<file path="src/rtl/coder_symbol_mapper.sv">
// coder_symbol_mapper
//   Serialises coded bytes MSB-first into BPSK / QPSK / 16-QAM constellation
//   points for the OFDM subcarrier loader. One symbol is presented per cycle
//   while the downstream is ready, and the next byte can be accepted in the
//   same cycle that the last symbol of the current byte is consumed, so
//   back-to-back bytes produce a gap-free symbol stream.
//
// Parameters
//   IQ_W  width of the signed I/Q outputs
//   UNIT  base amplitude; levels are +/-UNIT and +/-3*UNIT
//
// Ports
//   clk        system clock, rising edge
//   rst_n      asynchronous active-low reset
//   mode       0=BPSK, 1=QPSK, 2=16-QAM, 3=QPSK; sampled on byte acceptance
//   in_data    coded byte
//   in_valid   in_data valid
//   in_ready   byte accepted this cycle when in_valid is also high
//   out_i      signed in-phase value (registered)
//   out_q      signed quadrature value (registered)
//   out_valid  out_i/out_q/out_last valid
//   out_ready  downstream accepts the current symbol
//   out_last   current symbol is the last one of its byte
module coder_symbol_mapper #(
  parameter int IQ_W = 16,
  parameter int UNIT = 2000
) (
  input  logic                   clk,
  input  logic                   rst_n,
  input  logic [1:0]             mode,
  input  logic [7:0]             in_data,
  input  logic                   in_valid,
  output logic                   in_ready,
  output logic signed [IQ_W-1:0] out_i,
  output logic signed [IQ_W-1:0] out_q,
  output logic                   out_valid,
  input  logic                   out_ready,
  output logic                   out_last
);

  // The largest level must be representable without overflow.
  if (64'(3) * 64'(UNIT) >= (64'(1) << (IQ_W - 1))) begin : g_unit_check
    $error("coder_symbol_mapper: 3*UNIT does not fit in IQ_W signed bits");
  end

  typedef enum logic {
    ST_EMPTY,
    ST_EMIT
  } state_t;

  typedef enum logic [1:0] {
    M_BPSK  = 2'd0,
    M_QPSK  = 2'd1,
    M_QAM16 = 2'd2,
    M_RSVD  = 2'd3
  } mode_t;

  localparam logic signed [IQ_W-1:0] LVL_P1 = IQ_W'(UNIT);
  localparam logic signed [IQ_W-1:0] LVL_N1 = IQ_W'(-UNIT);
  localparam logic signed [IQ_W-1:0] LVL_P3 = IQ_W'(3 * UNIT);
  localparam logic signed [IQ_W-1:0] LVL_N3 = IQ_W'(-3 * UNIT);

  // Reserved mode behaves as QPSK.
  function automatic mode_t norm_mode(input logic [1:0] m);
    mode_t r;
    r = mode_t'(m);
    if (r == M_RSVD) r = M_QPSK;
    return r;
  endfunction

  // Symbols still to be emitted after the first one of a byte.
  function automatic logic [2:0] remaining_after_first(input mode_t m);
    logic [2:0] r;
    case (m)
      M_BPSK:  r = 3'd7;
      M_QAM16: r = 3'd1;
      default: r = 3'd3;
    endcase
    return r;
  endfunction

  // Discard the k bits that were just mapped.
  function automatic logic [7:0] drop_symbol(input logic [7:0] v, input mode_t m);
    logic [7:0] r;
    case (m)
      M_BPSK:  r = {v[6:0], 1'b0};
      M_QAM16: r = {v[3:0], 4'b0000};
      default: r = {v[5:0], 2'b00};
    endcase
    return r;
  endfunction

  // Binary bit to antipodal level: 0 -> +UNIT, 1 -> -UNIT.
  function automatic logic signed [IQ_W-1:0] antipodal(input logic b);
    return b ? LVL_N1 : LVL_P1;
  endfunction

  // Gray-coded 4-level axis: 00 -3U, 01 -U, 11 +U, 10 +3U.
  function automatic logic signed [IQ_W-1:0] gray4(input logic [1:0] b);
    logic signed [IQ_W-1:0] r;
    case (b)
      2'b00:   r = LVL_N3;
      2'b01:   r = LVL_N1;
      2'b11:   r = LVL_P1;
      default: r = LVL_P3;
    endcase
    return r;
  endfunction

  state_t                 state;
  state_t                 state_nxt;
  mode_t                  mode_q;
  logic [7:0]             shreg;
  logic [2:0]             sym_cnt;

  logic                   accept;
  logic                   advance;
  mode_t                  src_mode;
  logic [3:0]             src_bits;
  logic signed [IQ_W-1:0] sym_i;
  logic signed [IQ_W-1:0] sym_q;

  // Handshake and output-valid decode.
  always_comb begin
    out_valid = (state == ST_EMIT);
    in_ready  = !out_valid || (out_ready && out_last);
    accept    = in_valid && in_ready;
    advance   = out_valid && out_ready;
  end

  // A fresh byte is mapped straight from the input so its first symbol
  // appears one cycle after acceptance; otherwise the shift register feeds
  // the mapper with the latched mode.
  always_comb begin
    src_mode = mode_q;
    src_bits = shreg[7:4];
    if (accept) begin
      src_mode = norm_mode(mode);
      src_bits = in_data[7:4];
    end
  end

  always_comb begin
    sym_i = '0;
    sym_q = '0;
    case (src_mode)
      M_BPSK: begin
        sym_i = antipodal(src_bits[3]);
      end
      M_QAM16: begin
        sym_i = gray4(src_bits[3:2]);
        sym_q = gray4(src_bits[1:0]);
      end
      default: begin
        sym_i = antipodal(src_bits[3]);
        sym_q = antipodal(src_bits[2]);
      end
    endcase
  end

  // State register.
  always_ff @(posedge clk or negedge rst_n) begin
    if (!rst_n) begin
      state <= ST_EMPTY;
    end else begin
      state <= state_nxt;
    end
  end

  // Next-state logic.
  always_comb begin
    state_nxt = state;
    case (state)
      ST_EMPTY: begin
        if (accept) state_nxt = ST_EMIT;
      end
      ST_EMIT: begin
        if (advance && out_last) state_nxt = accept ? ST_EMIT : ST_EMPTY;
      end
      default: state_nxt = ST_EMPTY;
    endcase
  end

  // Symbol datapath. Acceptance has priority: it can only coincide with an
  // advance when the last symbol is being consumed, and then the new byte
  // replaces it directly.
  always_ff @(posedge clk or negedge rst_n) begin
    if (!rst_n) begin
      mode_q   <= M_QPSK;
      shreg    <= '0;
      sym_cnt  <= '0;
      out_i    <= '0;
      out_q    <= '0;
      out_last <= 1'b0;
    end else if (accept) begin
      mode_q   <= src_mode;
      shreg    <= drop_symbol(in_data, src_mode);
      sym_cnt  <= remaining_after_first(src_mode);
      out_i    <= sym_i;
      out_q    <= sym_q;
      out_last <= 1'b0;
    end else if (advance) begin
      if (out_last) begin
        out_last <= 1'b0;
      end else begin
        shreg    <= drop_symbol(shreg, mode_q);
        sym_cnt  <= sym_cnt - 3'd1;
        out_i    <= sym_i;
        out_q    <= sym_q;
        out_last <= (sym_cnt == 3'd1);
      end
    end
  end

endmodule

</file>
<file path="config.mk">
export PLATFORM = sky130hd
export DESIGN_NAME = coder_symbol_mapper
export DESIGN_NICKNAME = d
export VERILOG_FILES = /design/src/rtl/coder_symbol_mapper.sv
export SDC_FILE = /design/constraint.sdc
export NUM_CORES = 1
export LEC_CHECK = 0
export CAP_MARGIN = 20
export CORE_MARGIN = 1.5
export CORE_UTILIZATION = 40
export CTS_CLUSTER_SIZE = 20
export DETAILED_ROUTE_END_ITERATION = 6
export PLACE_DENSITY = 0.7
export SYNTH_ARGS = -nofsm -noshare
export SYNTH_HDL_FRONTEND = slang
export SYNTH_SLANG_ARGS = --single-unit
export TNS_END_PERCENT = 10
</file>
<file path="constraint.sdc">
create_clock -name clk -period 1.8 [get_ports clk]
set_clock_uncertainty 0.1 [all_clocks]
set_input_delay 0.36 -clock clk [delete_from_list [all_inputs] [get_ports clk]]
set_output_delay 0.36 -clock clk [all_outputs]
set_load 0.01 [all_outputs]
</file>
==> flow_summary_export.csv, run 1 <==
group,metric,value,unit
run_status,status,"finished, final reports clean",
cells_and_area,finalNonFillerCells,267,
logic_synthesis,syn_area,0.00161,mm2
floorplanning,core,0.00377,mm2
global_route,grt_pass1_vias,1262,
worst_setup_path,worst-path-buf-inv,2,
routing,wl_per_cell,13.0,um
flow_run,maxCapViolCount,0,
global_route,grt_max_degree,25,
sta,max_clock_freq,0.563,GHz
sta,drv_slew,0,
clocking,postCtsHoldBufs,0,
worst_setup_path,startpoint_type,"input port",
sta,period_needed,1780,ps
place,place_congestion,0.830,
global_route,grt_pass1_wl,5950,um
place,io_buffers,40,
routing,drt_iter0_drc,89,
routing,vias,1374,
floorplanning,initial_core_util,0.427,
routing,drtAntennaViolNets,0,
sta,fin_setup_tns,0,ps
logic_synthesis,synthArstFlopShare,1.00,
sta,hold_slack,327,ps
place,dp.cells,263,
floorplanning,die_w,66.5,um
floorplanning,pin_count,49,
cells_and_area,fin_nets,236,
worst_setup_path,end_kind,"primary output",
logic_synthesis,yosys-mux-area-fraction,0.0264,
cells_and_area,antenna_cells,0,
sta,finalCritPeriodShare,0.987,
cells_and_area,area_growth,28.7,%
routing,drc_errors,0,
power_and_ir_drop,ir_drop,0.401,mV
worst_setup_path,critPathKind,"input port to primary output",
routing,viasPerCell,5.15,
logic_synthesis,yosysUniqueCellTypes,44,
power_and_ir_drop,p_per_area,1480,mW/mm2
floorplanning,row_count,22,
clocking,cts_tree,"built",
global_route,grt_overflow,0,
clocking,htreeDepth,1,
worst_setup_path,cp.required,1340,ps
sta,finalHoldViolations,0,
clocking,cts_root_buf,"clkbuf_8",
cells_and_area,design_area,0.00207,mm2
sta,setup_violations,0,
logic_synthesis,synth-edff-count,0,
logic_synthesis,yosysWarnings,0,
hold_path,min_path_type,"input port to async pin",
place,dp_hpwl,2700,um
worst_setup_path,arrival,1320,ps
clocking,cts_sinks,24,
power_and_ir_drop,leakage,0.896,nW
worst_setup_path,cp_cell_sequence,"clkdlybuf4s50_1 -> a21bo_2 -> dlygate4sd2_1",
logic_synthesis,syn_area_per_cell,8.95,um2
worst_setup_path,cp_max_fo,3,
cells_and_area,final_core_util,0.549,
worst_setup_path,critPathSlowestCell,"clkdlybuf4s50_1",
global_route,antenna_found_initial,0,
logic_synthesis,synth_simple_gate_area_frac,0.165,
sta,rsz0062_at_grt,"no",
logic_synthesis,synth_flop_cell,"dfrtp_1",
clocking,post_cts_buffers,0,
worst_setup_path,max_stage_delay,440,ps
logic_synthesis,synth_fa_ha_area_frac,0.0155,
logic_synthesis,synth-xor-area-share,0.0326,
logic_synthesis,synth-seq-cells,24,
clocking,clk_pin_slew_worst_paths,90,ps
floorplanning,dieArea,0.00442,mm2
clocking,cts_buffers,3,
global_route,grt_usage,0.177,
logic_synthesis,ys_seq_area_frac,0.374,
logic_synthesis,synth_compound_area_frac,0.222,
logic_synthesis,synthCells,180,
place,placed_area,0.00202,mm2
floorplanning,chipHeight,66.5,um
cells_and_area,drive_above_1_share,0.151,
logic_synthesis,synth_top_family_by_area,"compound AO/OA/AOI/OAI gates",
routing,routed_wl,3480,um
routing,first_pass_iters,4,
worst_setup_path,cp_top_family,"buffers and inverters",
cells_and_area,fillers,360,
clocking,clk_latency,270,ps
clocking,cts.path.max_buffers,2,
-- timing repair --
action / in CTS / in global routing
resized for setup: 1 / 1
endpoints found under the hold margin: 0 / 0
cloned: 0 / 0
endpoints found under the setup margin: 1 / 1
-- final cells by class --
type,count,area (um2),area share
Multi-Input combinational cell,123,776,0.374
Sequential cell,24,602,0.290
Timing Repair Buffer,60,549,0.265
Tap cell,48,60.1,0.0290
Clock buffer,4,55.1,0.0266
Inverter,8,30.0,0.0145
-- final timing paths --
| check | endpoint | cells after the start | slack [ps] | startpoint |
|---|---|---|---|---|
| max in group asynchronous | mode_q[0] | 2 | 990 | rst_n |
| worst min register to register | out_i[4] | 1 | 370 | out_i[4] |
| worst max-delay path | in_ready | 3 | 20 | out_ready |
| worst max register to register | shreg[4] | 4 | 220 | out_valid |
| min in group clk | out_i[4] | 1 | 370 | out_i[4] |
| worst min-delay path | out_q[4] | 2 | 330 | rst_n |
-- kinds of logic (layout without fill, tap and decap cells) --
| kind of cell | Yosys count | in the layout |
|---|---|---|
| xor+xnor | 6 | 6 |
| other cells | 1 | 8 |
| flops | 24 | 24 |
| fa+ha+maj | 2 | 2 |
| mux | 4 | 4 |
| buf+inv | 40 | 72 |
| compound gates | 48 | 48 |
| simple gates | 55 | 55 |
-- synthesized netlist by cell type (2+ instances only) --
cell | count | area share
o21ai_1 | 2 | 0.0062
dfrtp_1 | 23 | 0.36
inv_1 | 8 | 0.019
nand2b_1 | 4 | 0.016
buf_6 | 2 | 0.014
xor2_1 | 2 | 0.011
nand2_1 | 16 | 0.037
o21ai_0 | 8 | 0.025
a221oi_1 | 6 | 0.033
a31oi_1 | 2 | 0.0078
nand3b_1 | 2 | 0.0093
nand3_1 | 4 | 0.012
nor2_1 | 12 | 0.028
o22a_1 | 2 | 0.011
buf_2 | 5 | 0.016
nor3_1 | 10 | 0.031
mux2_2 | 2 | 0.014
a22oi_1 | 2 | 0.0093
xnor2_1 | 4 | 0.022
a21oi_1 | 7 | 0.022
a21o_1 | 2 | 0.0093
ha_1 | 2 | 0.016
nor2b_1 | 2 | 0.0078
a311oi_2 | 2 | 0.019
o211ai_1 | 4 | 0.019
a211oi_1 | 2 | 0.0093
o311a_1 | 2 | 0.012
buf_4 | 24 | 0.11
mux2i_1 | 2 | 0.012
-- sequential cells by signal, summed over array words and instances (netlist names) --
signal and count:
shreg 7, out_i 5, out_q 5, sym_cnt 3, mode_q 2, out_last 1, out_valid 1
-- through the flow --
stage               worst slack (ps)  total power [mW]
floorplan                        295              2.14
CTS                             22.5              3.09
detailed placement              -229              2.73
finish                          23.7              3.07
global route                    3.08              3.32
global placement                -194              2.70
-- power by group --
part / switching [mW] / leakage [nW] / total [mW] / internal [mW]
sequential: 0.246 / 0.283 / 1.03 / 0.781
clock: 0.173 / 0.0288 / 0.369 / 0.196
combinational: 0.732 / 0.584 / 1.67 / 0.941
total: 1.15 / 0.896 / 3.07 / 1.92
-- worst reg2reg max path, cell delays in order (launching register included) --
cell	delay, ps
dfrtp_1	420
a21bo_2	270
buf_4	150
and2_4	200
a311o_1	350
-- per-layer routing --
metal,wire length [um],vias to the layer above,track usage
met5,0,-,0
met4,63,0,0.0765
met3,151,5,0.0169
met2,1570,47,0.275
met1,1690,636,0.251
li1,-,686,-
-- placed cells by master, fill, tap and decap left out, drive strengths merged, types with 6 or more instances in the layout --
cell / n
nor2: 12
nor3: 10
a221oi: 6
o21ai: 10
nand2: 17
conb: 8
buf: 20
clkdlybuf4s50: 39
inv: 8
a21oi: 7
dfrtp: 23
Power figures use the tool's default switching activity.
==> inputs of run 2 (changes only) <==
--- a/config.mk
+++ b/config.mk
@@ -6,7 +6,7 @@
 export NUM_CORES = 1
 export LEC_CHECK = 0
 export CAP_MARGIN = 20
-export CORE_MARGIN = 1.5
+export CORE_MARGIN = 2
 export CORE_UTILIZATION = 40
 export CTS_CLUSTER_SIZE = 20
 export DETAILED_ROUTE_END_ITERATION = 6
==> flow_summary_export.csv, run 2 (synthesized netlist as in run 1, its figures left out) <==
group,metric,value,unit
worst_setup_path,worstRegToRegCells,5,
sta,finalHoldViolations,0,
worst_setup_path,cp_top_family,"buffers and inverters",
clocking,cts_buffers,3,
cells_and_area,fin_nets,236,
worst_setup_path,worstReg2RegEnd,"shreg[4]",
worst_setup_path,end_kind,"primary output",
worst_setup_path,worst-path-buf-inv,1,
routing,drc_errors,0,
routing,vias,1407,
routing,drt_iter0_drc,46,
floorplanning,core,0.00394,mm2
floorplanning,row_count,23,
sta,fin_ws,87.8,ps
power_and_ir_drop,ir_drop,0.413,mV
clocking,cts.path.max_buffers,2,
worst_setup_path,arrival,1250,ps
hold_path,min_path_type,"input port to async pin",
cells_and_area,reg.largest.list,"shreg x7, out_i x5, out_q x5",
floorplanning,die_w,67.5,um
run_status,status,"finished, final reports clean",
worst_setup_path,cp_cell_sequence,"clkdlybuf4s50_1",
sta,finalCritPeriodShare,0.951,
worst_setup_path,rrSetupSlack,220,ps
routing,wl_per_cell,13.4,um
sta,hold_slack,335,ps
cells_and_area,largest_reg_flops,7,
global_route,antenna_found_initial,0,
routing,first_pass_iters,4,
worst_setup_path,startpoint_type,"flip-flop",
floorplanning,dieArea,0.00455,mm2
cells_and_area,multi_input_area,773,um2
global_route,grt_pass1_wl,6020,um
clocking,cts_tree,"built",
cells_and_area,max_flop_register,"shreg",
clocking,post_cts_buffers,0,
floorplanning,pin_count,49,
place,io_buffers,40,
place,place_ws,-268,ps
clocking,clk_latency,270,ps
cells_and_area,final_common_cell,"clkdlybuf4s50_1",
floorplanning,initial_core_util,0.408,
floorplanning,chipHeight,67.5,um
sta,setup_violations,0,
clocking,htreeDepth,1,
clocking,cts_root_buf,"clkbuf_8",
power_and_ir_drop,p_per_area,1490,mW/mm2
global_route,grt_pass1_vias,1350,
sta,rsz0062_at_grt,"no",
global_route,grt_max_degree,25,
clocking,clk_pin_slew_worst_paths,80,ps
cells_and_area,regArea,602,um2
global_route,grt_usage,0.177,
power_and_ir_drop,leakage,0.892,nW
sta,period_needed,1710,ps
cells_and_area,final_cell_mix,"clkdlybuf4s50_1, dfrtp_1, buf_4, nand2_1, nor2_1",
place,dp_hpwl,2690,um
worst_setup_path,critPathKind,"flip-flop to primary output",
cells_and_area,antenna_cells,0,
sta,drv_slew,0,
routing,routed_wl,3600,um
place,place_congestion,0.857,
clocking,cts_sinks,24,
worst_setup_path,timing.rr.start,"out_valid",
flow_run,maxCapViolCount,0,
cells_and_area,area_growth,28.4,%
worst_setup_path,cp_max_fo,6,
routing,drtAntennaViolNets,0,
worst_setup_path,cp.required,1340,ps
worst_setup_path,max_stage_delay,560,ps
global_route,grt_overflow,0,
worst_setup_path,critPathSlowestCell,"clkdlybuf4s50_1",
clocking,cts_resized,2,
place,placed_area,0.00202,mm2
clocking,postCtsHoldBufs,0,
cells_and_area,drive_above_1_share,0.151,
routing,viasPerCell,5.23,
cells_and_area,fillers,356,
sta,max_clock_freq,0.584,GHz
cells_and_area,design_area,0.00207,mm2
-- run 2: how the worst max path moves through the flow --
stage	slack (ps)	cells after the start	start	to
global route	10	1	out_q[14]	out_q[14]
global placement	-230	3	out_ready	in_ready
CTS	20	3	out_ready	in_ready
floorplan	300	5	mode_q[0]	shreg[4]
finish	90	1	out_valid	out_valid
detailed placement	-270	3	out_ready	in_ready
-- run 2: layout make-up --
type	instances	area share
well taps	50	0.0302
flip-flops and latches	24	0.291
inverters	8	0.0145
clock buffers	4	0.0266
multi-input cells	123	0.374
repair buffers	60	0.264
-- run 2: routing by layer --
| metal | share of wire | track usage | vias up | wire length (um) |
|---|---|---|---|---|
| met3 | 0.073 | 0.0233 | 7 | 263 |
| met2 | 0.44 | 0.286 | 59 | 1600 |
| met4 | 0.024 | 0.102 | 0 | 87 |
| met5 | 0 | 0 | - | 0 |
| li1 | - | - | 685 | - |
| met1 | 0.46 | 0.227 | 656 | 1650 |
-- run 2: stage by stage --
step           utilization  TNS [ps]  instances  power (mW)
2_1_floorplan            -         0        187        2.14
3_3_place_gp         0.512     -1260        265        2.70
3_5_place_dp         0.512     -1650        265        2.73
5_1_grt              0.525         0        269        3.34
6_report             0.525         0        269        3.08
4_1_cts              0.526         0        269        3.11
-- run 2: power by group --
| group | switching (mW) | total [mW] | internal (mW) |
|---|---|---|---|
| Clock | 0.175 | 0.371 | 0.196 |
| Combinational | 0.728 | 1.67 | 0.946 |
| Sequential | 0.255 | 1.04 | 0.781 |
| Total | 1.16 | 3.08 | 1.92 |
